### src/rtl/sorter_pkg.sv
// Shared types and defaults for the sort frame controller and its result FIFO.
package sorter_pkg;

    localparam int unsigned N_DEF      = 24;
    localparam int unsigned W_DEF      = 8;
    localparam int unsigned FIFO_DEPTH = 4;
    localparam int unsigned FIFO_AW    = $clog2(FIFO_DEPTH);
    localparam int unsigned FIFO_CW    = $clog2(FIFO_DEPTH + 1);

    typedef enum logic [2:0] {
        ST_IDLE,
        ST_LOAD,
        ST_DISCARD,
        ST_SETTLE,
        ST_DRAIN,
        ST_EMPTY,
        ST_CLEAR
    } state_t;

endpackage

### src/rtl/sort_res_fifo.sv
// Four-entry result FIFO; each entry carries a sorted element and its end-of-frame tag.
module sort_res_fifo
    import sorter_pkg::*;
#(
    parameter int unsigned W = W_DEF
) (
    input  logic               clk,
    input  logic               nreset,
    input  logic               clr,
    input  logic               push,
    input  logic [W-1:0]       push_data,
    input  logic               push_last,
    input  logic               pop,
    output logic [W-1:0]       head_data,
    output logic               head_last,
    output logic               head_valid,
    output logic [FIFO_CW-1:0] count
);

    logic [W-1:0]          mem [FIFO_DEPTH];
    logic [FIFO_DEPTH-1:0] last_mem;
    logic [FIFO_AW-1:0]    wr_ptr;
    logic [FIFO_AW-1:0]    rd_ptr;

    always_ff @(posedge clk) begin
        if (!nreset || clr) begin
            wr_ptr <= '0;
            rd_ptr <= '0;
            count  <= '0;
        end else begin
            if (push) wr_ptr <= wr_ptr + FIFO_AW'(1);
            if (pop)  rd_ptr <= rd_ptr + FIFO_AW'(1);
            count <= count + FIFO_CW'(push) - FIFO_CW'(pop);
        end
    end

    // Storage is not reset; the occupancy count masks stale entries.
    always_ff @(posedge clk) begin
        if (push) begin
            mem[wr_ptr]      <= push_data;
            last_mem[wr_ptr] <= push_last;
        end
    end

    assign head_valid = (count != '0);
    assign head_data  = head_valid ? mem[rd_ptr] : '0;
    assign head_last  = head_valid && last_mem[rd_ptr];

endmodule

### src/rtl/sort_frame_ctrl.sv
// Frame controller: loads a frame into an external sorter, drains the sorted
// results through a small FIFO and clears the sorter between frames.
module sort_frame_ctrl
    import sorter_pkg::*;
#(
    parameter int unsigned N       = N_DEF,
    parameter int unsigned W       = W_DEF,
    parameter int unsigned SETTLE  = 2,
    parameter int unsigned TIMEOUT = 64
) (
    input  logic         clk,
    input  logic         nreset,
    input  logic [W-1:0] in_data,
    input  logic         in_valid,
    input  logic         in_last,
    output logic         in_ready,
    output logic [W-1:0] srt_data,
    output logic         srt_valid,
    output logic         srt_flush,
    output logic         srt_clear,
    input  logic [W-1:0] srt_res,
    input  logic         srt_res_v,
    output logic [W-1:0] out_data,
    output logic         out_valid,
    output logic         out_last,
    input  logic         out_ready,
    output logic         busy,
    output logic         err_overflow,
    output logic         err_timeout
);

    localparam int unsigned CW = $clog2(N + 1);
    localparam int unsigned TW = $clog2(TIMEOUT + 1);
    localparam int unsigned SW = $clog2(SETTLE + 1);

    state_t             state, nxt;
    logic [CW-1:0]      cnt, cnt_d, issued, issued_d, rcvd, rcvd_d;
    logic [TW-1:0]      tmo, tmo_d;
    logic [SW-1:0]      stl, stl_d;
    logic [FIFO_CW-1:0] occ, occ_d;
    logic [W-1:0]       srt_data_d;
    logic               in_ready_d, srt_valid_d, srt_flush_d, srt_clear_d, busy_d;
    logic               err_ovf_d, err_tmo_d, fifo_clr;
    logic               acc, load, push, pop, push_last;

    assign acc       = in_valid && in_ready;
    assign load      = acc && (state == ST_IDLE || state == ST_LOAD);
    assign push      = srt_res_v && (state == ST_DRAIN);
    assign pop       = out_valid && out_ready;
    assign push_last = ((rcvd + CW'(1)) == cnt);

    always_ff @(posedge clk) begin
        if (!nreset) begin
            state        <= ST_IDLE;
            cnt          <= '0;
            issued       <= '0;
            rcvd         <= '0;
            tmo          <= '0;
            stl          <= '0;
            in_ready     <= 1'b0;
            srt_data     <= '0;
            srt_valid    <= 1'b0;
            srt_flush    <= 1'b0;
            srt_clear    <= 1'b1;
            busy         <= 1'b0;
            err_overflow <= 1'b0;
            err_timeout  <= 1'b0;
        end else begin
            state        <= nxt;
            cnt          <= cnt_d;
            issued       <= issued_d;
            rcvd         <= rcvd_d;
            tmo          <= tmo_d;
            stl          <= stl_d;
            in_ready     <= in_ready_d;
            srt_data     <= srt_data_d;
            srt_valid    <= srt_valid_d;
            srt_flush    <= srt_flush_d;
            srt_clear    <= srt_clear_d;
            busy         <= busy_d;
            err_overflow <= err_ovf_d;
            err_timeout  <= err_tmo_d;
        end
    end

    // Outputs are registered from next-cycle values so they line up with the state they describe.
    always_comb begin
        nxt         = state;
        cnt_d       = cnt;
        issued_d    = issued + CW'(srt_flush);
        rcvd_d      = rcvd + CW'(push);
        tmo_d       = tmo;
        stl_d       = stl;
        err_ovf_d   = err_overflow;
        err_tmo_d   = err_timeout;
        fifo_clr    = 1'b0;
        srt_data_d  = srt_data;
        srt_valid_d = load;

        if (load) begin
            srt_data_d = in_data;
            cnt_d      = cnt + CW'(1);
        end

        case (state)
            ST_IDLE, ST_LOAD: begin
                if (load) begin
                    if (in_last) begin
                        nxt = ST_SETTLE;
                    end else if (cnt_d == CW'(N)) begin
                        nxt       = ST_DISCARD;
                        err_ovf_d = 1'b1;
                    end else begin
                        nxt = ST_LOAD;
                    end
                end
            end
            ST_DISCARD: begin
                if (acc && in_last) nxt = ST_SETTLE;
            end
            ST_SETTLE: begin
                // Only idle cycles count, so the trailing load strobe is not part of the gap.
                if (!srt_valid) begin
                    if (stl == SW'(SETTLE - 1)) nxt = ST_DRAIN;
                    else                        stl_d = stl + SW'(1);
                end
            end
            ST_DRAIN: begin
                tmo_d = push ? '0 : tmo + TW'(1);
                if (push && push_last) begin
                    nxt = ST_EMPTY;
                end else if (!push && tmo == TW'(TIMEOUT - 1)) begin
                    nxt       = ST_CLEAR;
                    err_tmo_d = 1'b1;
                    fifo_clr  = 1'b1;
                end
            end
            ST_EMPTY: begin
                if (occ == '0) nxt = ST_CLEAR;
            end
            ST_CLEAR: begin
                nxt      = ST_IDLE;
                cnt_d    = '0;
                issued_d = '0;
                rcvd_d   = '0;
                tmo_d    = '0;
                stl_d    = '0;
            end
            default: nxt = ST_IDLE;
        endcase

        occ_d       = fifo_clr ? '0 : occ + FIFO_CW'(push) - FIFO_CW'(pop);
        // With at most one entry queued, three in-flight results still fit in the FIFO.
        srt_flush_d = (nxt == ST_DRAIN) && (occ_d <= FIFO_CW'(1)) && (issued_d < cnt_d);
        in_ready_d  = ((nxt == ST_IDLE || nxt == ST_LOAD) && (cnt_d < CW'(N))) || (nxt == ST_DISCARD);
        srt_clear_d = (nxt == ST_CLEAR);
        busy_d      = (nxt != ST_IDLE);
    end

    sort_res_fifo #(.W(W)) u_fifo (
        .clk        (clk),
        .nreset     (nreset),
        .clr        (fifo_clr),
        .push       (push),
        .push_data  (srt_res),
        .push_last  (push_last),
        .pop        (pop),
        .head_data  (out_data),
        .head_last  (out_last),
        .head_valid (out_valid),
        .count      (occ)
    );

endmodule

### config.mk
export PLATFORM = sky130hd
export DESIGN_NAME = sort_frame_ctrl
export DESIGN_NICKNAME = d
export VERILOG_FILES = /design/src/rtl/sorter_pkg.sv /design/src/rtl/sort_res_fifo.sv /design/src/rtl/sort_frame_ctrl.sv
export SDC_FILE = /design/constraint.sdc
export NUM_CORES = 1
export LEC_CHECK = 0
export ABC_AREA = 1
export BUFFER_PORTS_ARGS = -buffer_cell sky130_fd_sc_hd__buf_4
export CELL_PAD_IN_SITES_DETAIL_PLACEMENT = 1
export CELL_PAD_IN_SITES_GLOBAL_PLACEMENT = 1
export CORE_UTILIZATION = 33
export DETAILED_ROUTE_END_ITERATION = 7
export GPL_TIMING_DRIVEN = 0
export PLACE_DENSITY = 0.61
export SLEW_MARGIN = 25
export SYNTH_ARGS = -nofsm -noshare
export SYNTH_HDL_FRONTEND = slang
export SYNTH_SLANG_ARGS = --single-unit
### constraint.sdc
create_clock -name clk -period 6.1 [get_ports clk]
set_input_delay 0.915 -clock clk [delete_from_list [all_inputs] [get_ports clk]]
set_output_delay 0.915 -clock clk [all_outputs]
set_load 0.1 [all_outputs]
==> summary.txt <==
Setup path
  – Slowest stage delay, CP: about 460 ps
  – R2R Path End: srt_flush
  – Crit path cell chain: clkbuf_1, clkbuf_1, nor2_1, nor2_1, o21ai_0, a21oi_1, buf_4
  – Slowest CP cell: clkbuf_1
  – Startpoint type of the worst setup path: flip-flop
  – RR Startpoint: u_fifo.count[1]
  – WP data required: just over 5000 ps
  – Crit. End Element: output pin
  – Reg2reg setup slack: between 3000 and 4000 ps
  – Crit path max fanout: 10
  – CP Capture Point: out_data[1]
  – R2R cell count: 15
  – Worst EP arrival: 2290 ps
  – Critical path type: flip-flop to output pin

Yosys
  – Post-synth cell types: between 40 and 50
  – Synth Area in Simple Gates: a little under a quarter
  – Post-Synthesis Cells: between 400 and 500
  – Largest family of logic cells by synthesized area: simple AND/OR/NAND/NOR gates
  – Syn nets: 516
  – Synth top area share: around a quarter
  – Post-Synth Adder-Cell Area: 6.01%
  – Synth Area in Compound Gates: a little under a tenth
  – Synth Register Bits: 87
  – Avg Cell Area, Syn: around 8.6 sq um
  – Post-synth EDFFs: 36
  – Synth area leaders: edfxtp_1, dfxtp_1, nor2_1
  – Register area share after synthesis: between 50 and 60%
  – Area share of xor/xnor cells in the synthesized design: under 10%
  – Mux contribution to synthesized area: 0%
  – Cell area after synthesis: 4080 sq um
  – Yosys Warn Count: 0
  – Yosys top cell by area: edfxtp_1
  – Async set or reset register ratio after synthesis: 0%
  – Most common flop cell mapped by yosys: dfxtp_1

Worst hold path
  – Hold Crit Class: flip-flop to flip-flop

Routing
  – Number of remaining DRC errors: 0
  – Vias per cell: around 4.7
  – Via Count: about 3.2k
  – ANT nets after route: 0
  – First-pass iteration count of the detailed router: 4
  – DRT iter0 DRCs: 99
  – DRT Wirelength: just under 10000 um
  – DR WL/cell: 14.3 um

STA
  – Fin crit period: between 3000 and 4000 ps
  – RSZ-0062 raised after global routing: false
  – Max Freq: approximately 0.31 GHz
  – Slew Viols, Final: 0
  – Worst slew margin relative to its limit: 36.4%
  – TNS Setup: 0 ps
  – Slew at the pin with the worst max-slew slack: 951 ps
  – Clock Skews: between 4 and 5 ps
  – Endpoints failing setup: 0
  – Final hold violation count: 0
  – Final period utilization: around 53%

Finish
  – Post-layout util: between 40% and 50%
  – Most frequent cells in the layout: nor2_1, nand2_1, inv_1
  – Area Overhead vs Synth: 19.7%
  – Most common cell after layout, fill and taps aside: nor2_1
  – Ant diodes: 0
  – Share of cells above drive strength 1: 15.6%
  – Nets: about 570

Floorplanning
  – # IOs: 47
  – DIE WIDTH: 113 um
  – Std cell rows: 40
  – Die area: ~13000 sq um
  – Core area: ~12000 sq um
  – Die Ht: approximately 110 um
  – Initial Util: about a third

CTS
  – Post-CTS Resized: 0
  – Post-CTS Setup Repair Bufs: 0
  – Worst-Skew Late Latency: 340 ps
  – CTS H-tree lvls: 3
  – Root Buffer: clkbuf_16
  – Worst-path clk slew: roughly 60 ps
  – Clock Tree Buf Depth: 2
  – CTS sink cnt: 87
  – CTS tree: done
  – Hold_buf cts: 0
  – CTS buffer count: 9

Global route
  – Gr ovfl total: 0
  – Vias in the first global route: ~3.4k
  – First-pass GRT wire length: approximately 16000 um
  – GRT Util Overall: around 17%
  – Pin count of the biggest net entering global routing: 16
  – Initial antenna violation count: 0

Power and ir drop
  – Leakage power: 2.08 nW
  – VDD IR max: roughly 190 uV
  – Total power: slightly below 2 mW
  – PD cells: 400 nW/um^2

Place
  – Port buffer count: 46
  – Post-detail-place hpwl: between 7000 and 8000 um
  – RePlAce Congestion: about 0.78

Run
  – Max cap viols: 0

Status
  – Outcome: completed
## area by class of cell
cell class	instances	area, sq um
buffer	13	71.3
sequential	87	2100
fill	1451	7130
clock inverter	6	45.0
multi-input combinational	311	1670
timing repair buffer	46	345
clock buffer	10	229
tap	147	184
inverter	64	241
## cells in the mapped netlist (all sizes together), types with 8 or more instances
cell type	instances
a21oi	26
inv	62
nor3	10
dfxtp	51
o21ai	29
clkbuf	8
nor2	98
nand2	72
ha	18
xor2	8
nand3	19
edfxtp	36
## cells by family (layout without fill, tap and decap cells)
logic type      count (synthesis)  count (layout)
compound gates                 66              66
xor+xnor                       13              13
fa+ha+maj                      19              19
buf+inv                        77             139
flops                          87              87
simple gates                  213             213
## layer usage
metal,vias up,part of all wire (%),GRT usage [%]
met5,-,0,0
met4,0,1.7,7.28
met3,15,2.9,3.16
met2,51,48,27.7
met1,1513,47,20.8
li1,1652,-,-
## worst min-delay path by stage
stage | start | to | depth (start not counted)
finish | err_overflow | err_overflow | 2
global route | err_overflow | err_overflow | 2
CTS | err_overflow | err_overflow | 2
detailed placement | err_overflow | err_overflow | 2
global placement | err_overflow | err_overflow | 2
floorplan | tmo[6] | tmo[6] | 2
## state kept, by name, indices dropped and copies added (netlist names), named ones only
signal	cells
u_fifo.last_mem	4
rcvd	5
srt_clear	1
u_fifo.wr_ptr	2
stl	2
u_fifo.count	3
err_timeout	1
cnt	5
state	3
srt_data	8
busy	1
err_overflow	1
in_ready	1
srt_flush	1
u_fifo.rd_ptr	2
u_fifo.mem	32
srt_valid	1
issued	5
tmo	7
## where the power goes
group	leakage [nW]	internal (mW)	switching (mW)	total (mW)
clock network	0.127	0.278	0.235	0.512
logic	1.21	0.168	0.620	0.788
registers	0.740	0.635	0.0184	0.654
total	2.08	1.08	0.873	1.95
## metrics by stage
stage	std cells	worst slack (ps)	area [sq um]	hold WS, ps
4_1_cts	684	2880	4880	454
5_1_grt	684	2750	4880	482
3_3_place_gp	668	3120	4610	443
3_5_place_dp	668	3110	4610	445
6_report	684	2900	4880	450
2_1_floorplan	475	2090	4080	445
## worst max-delay path, delay by kind of cell (launching register included)
family	cells	cell delay (ps)
flip-flops	1	310
AND/OR/NAND/NOR	2	200
AO/OA/AOI/OAI	2	320
buffers and inverters	3	1110
(Power assumes the default switching activity.)
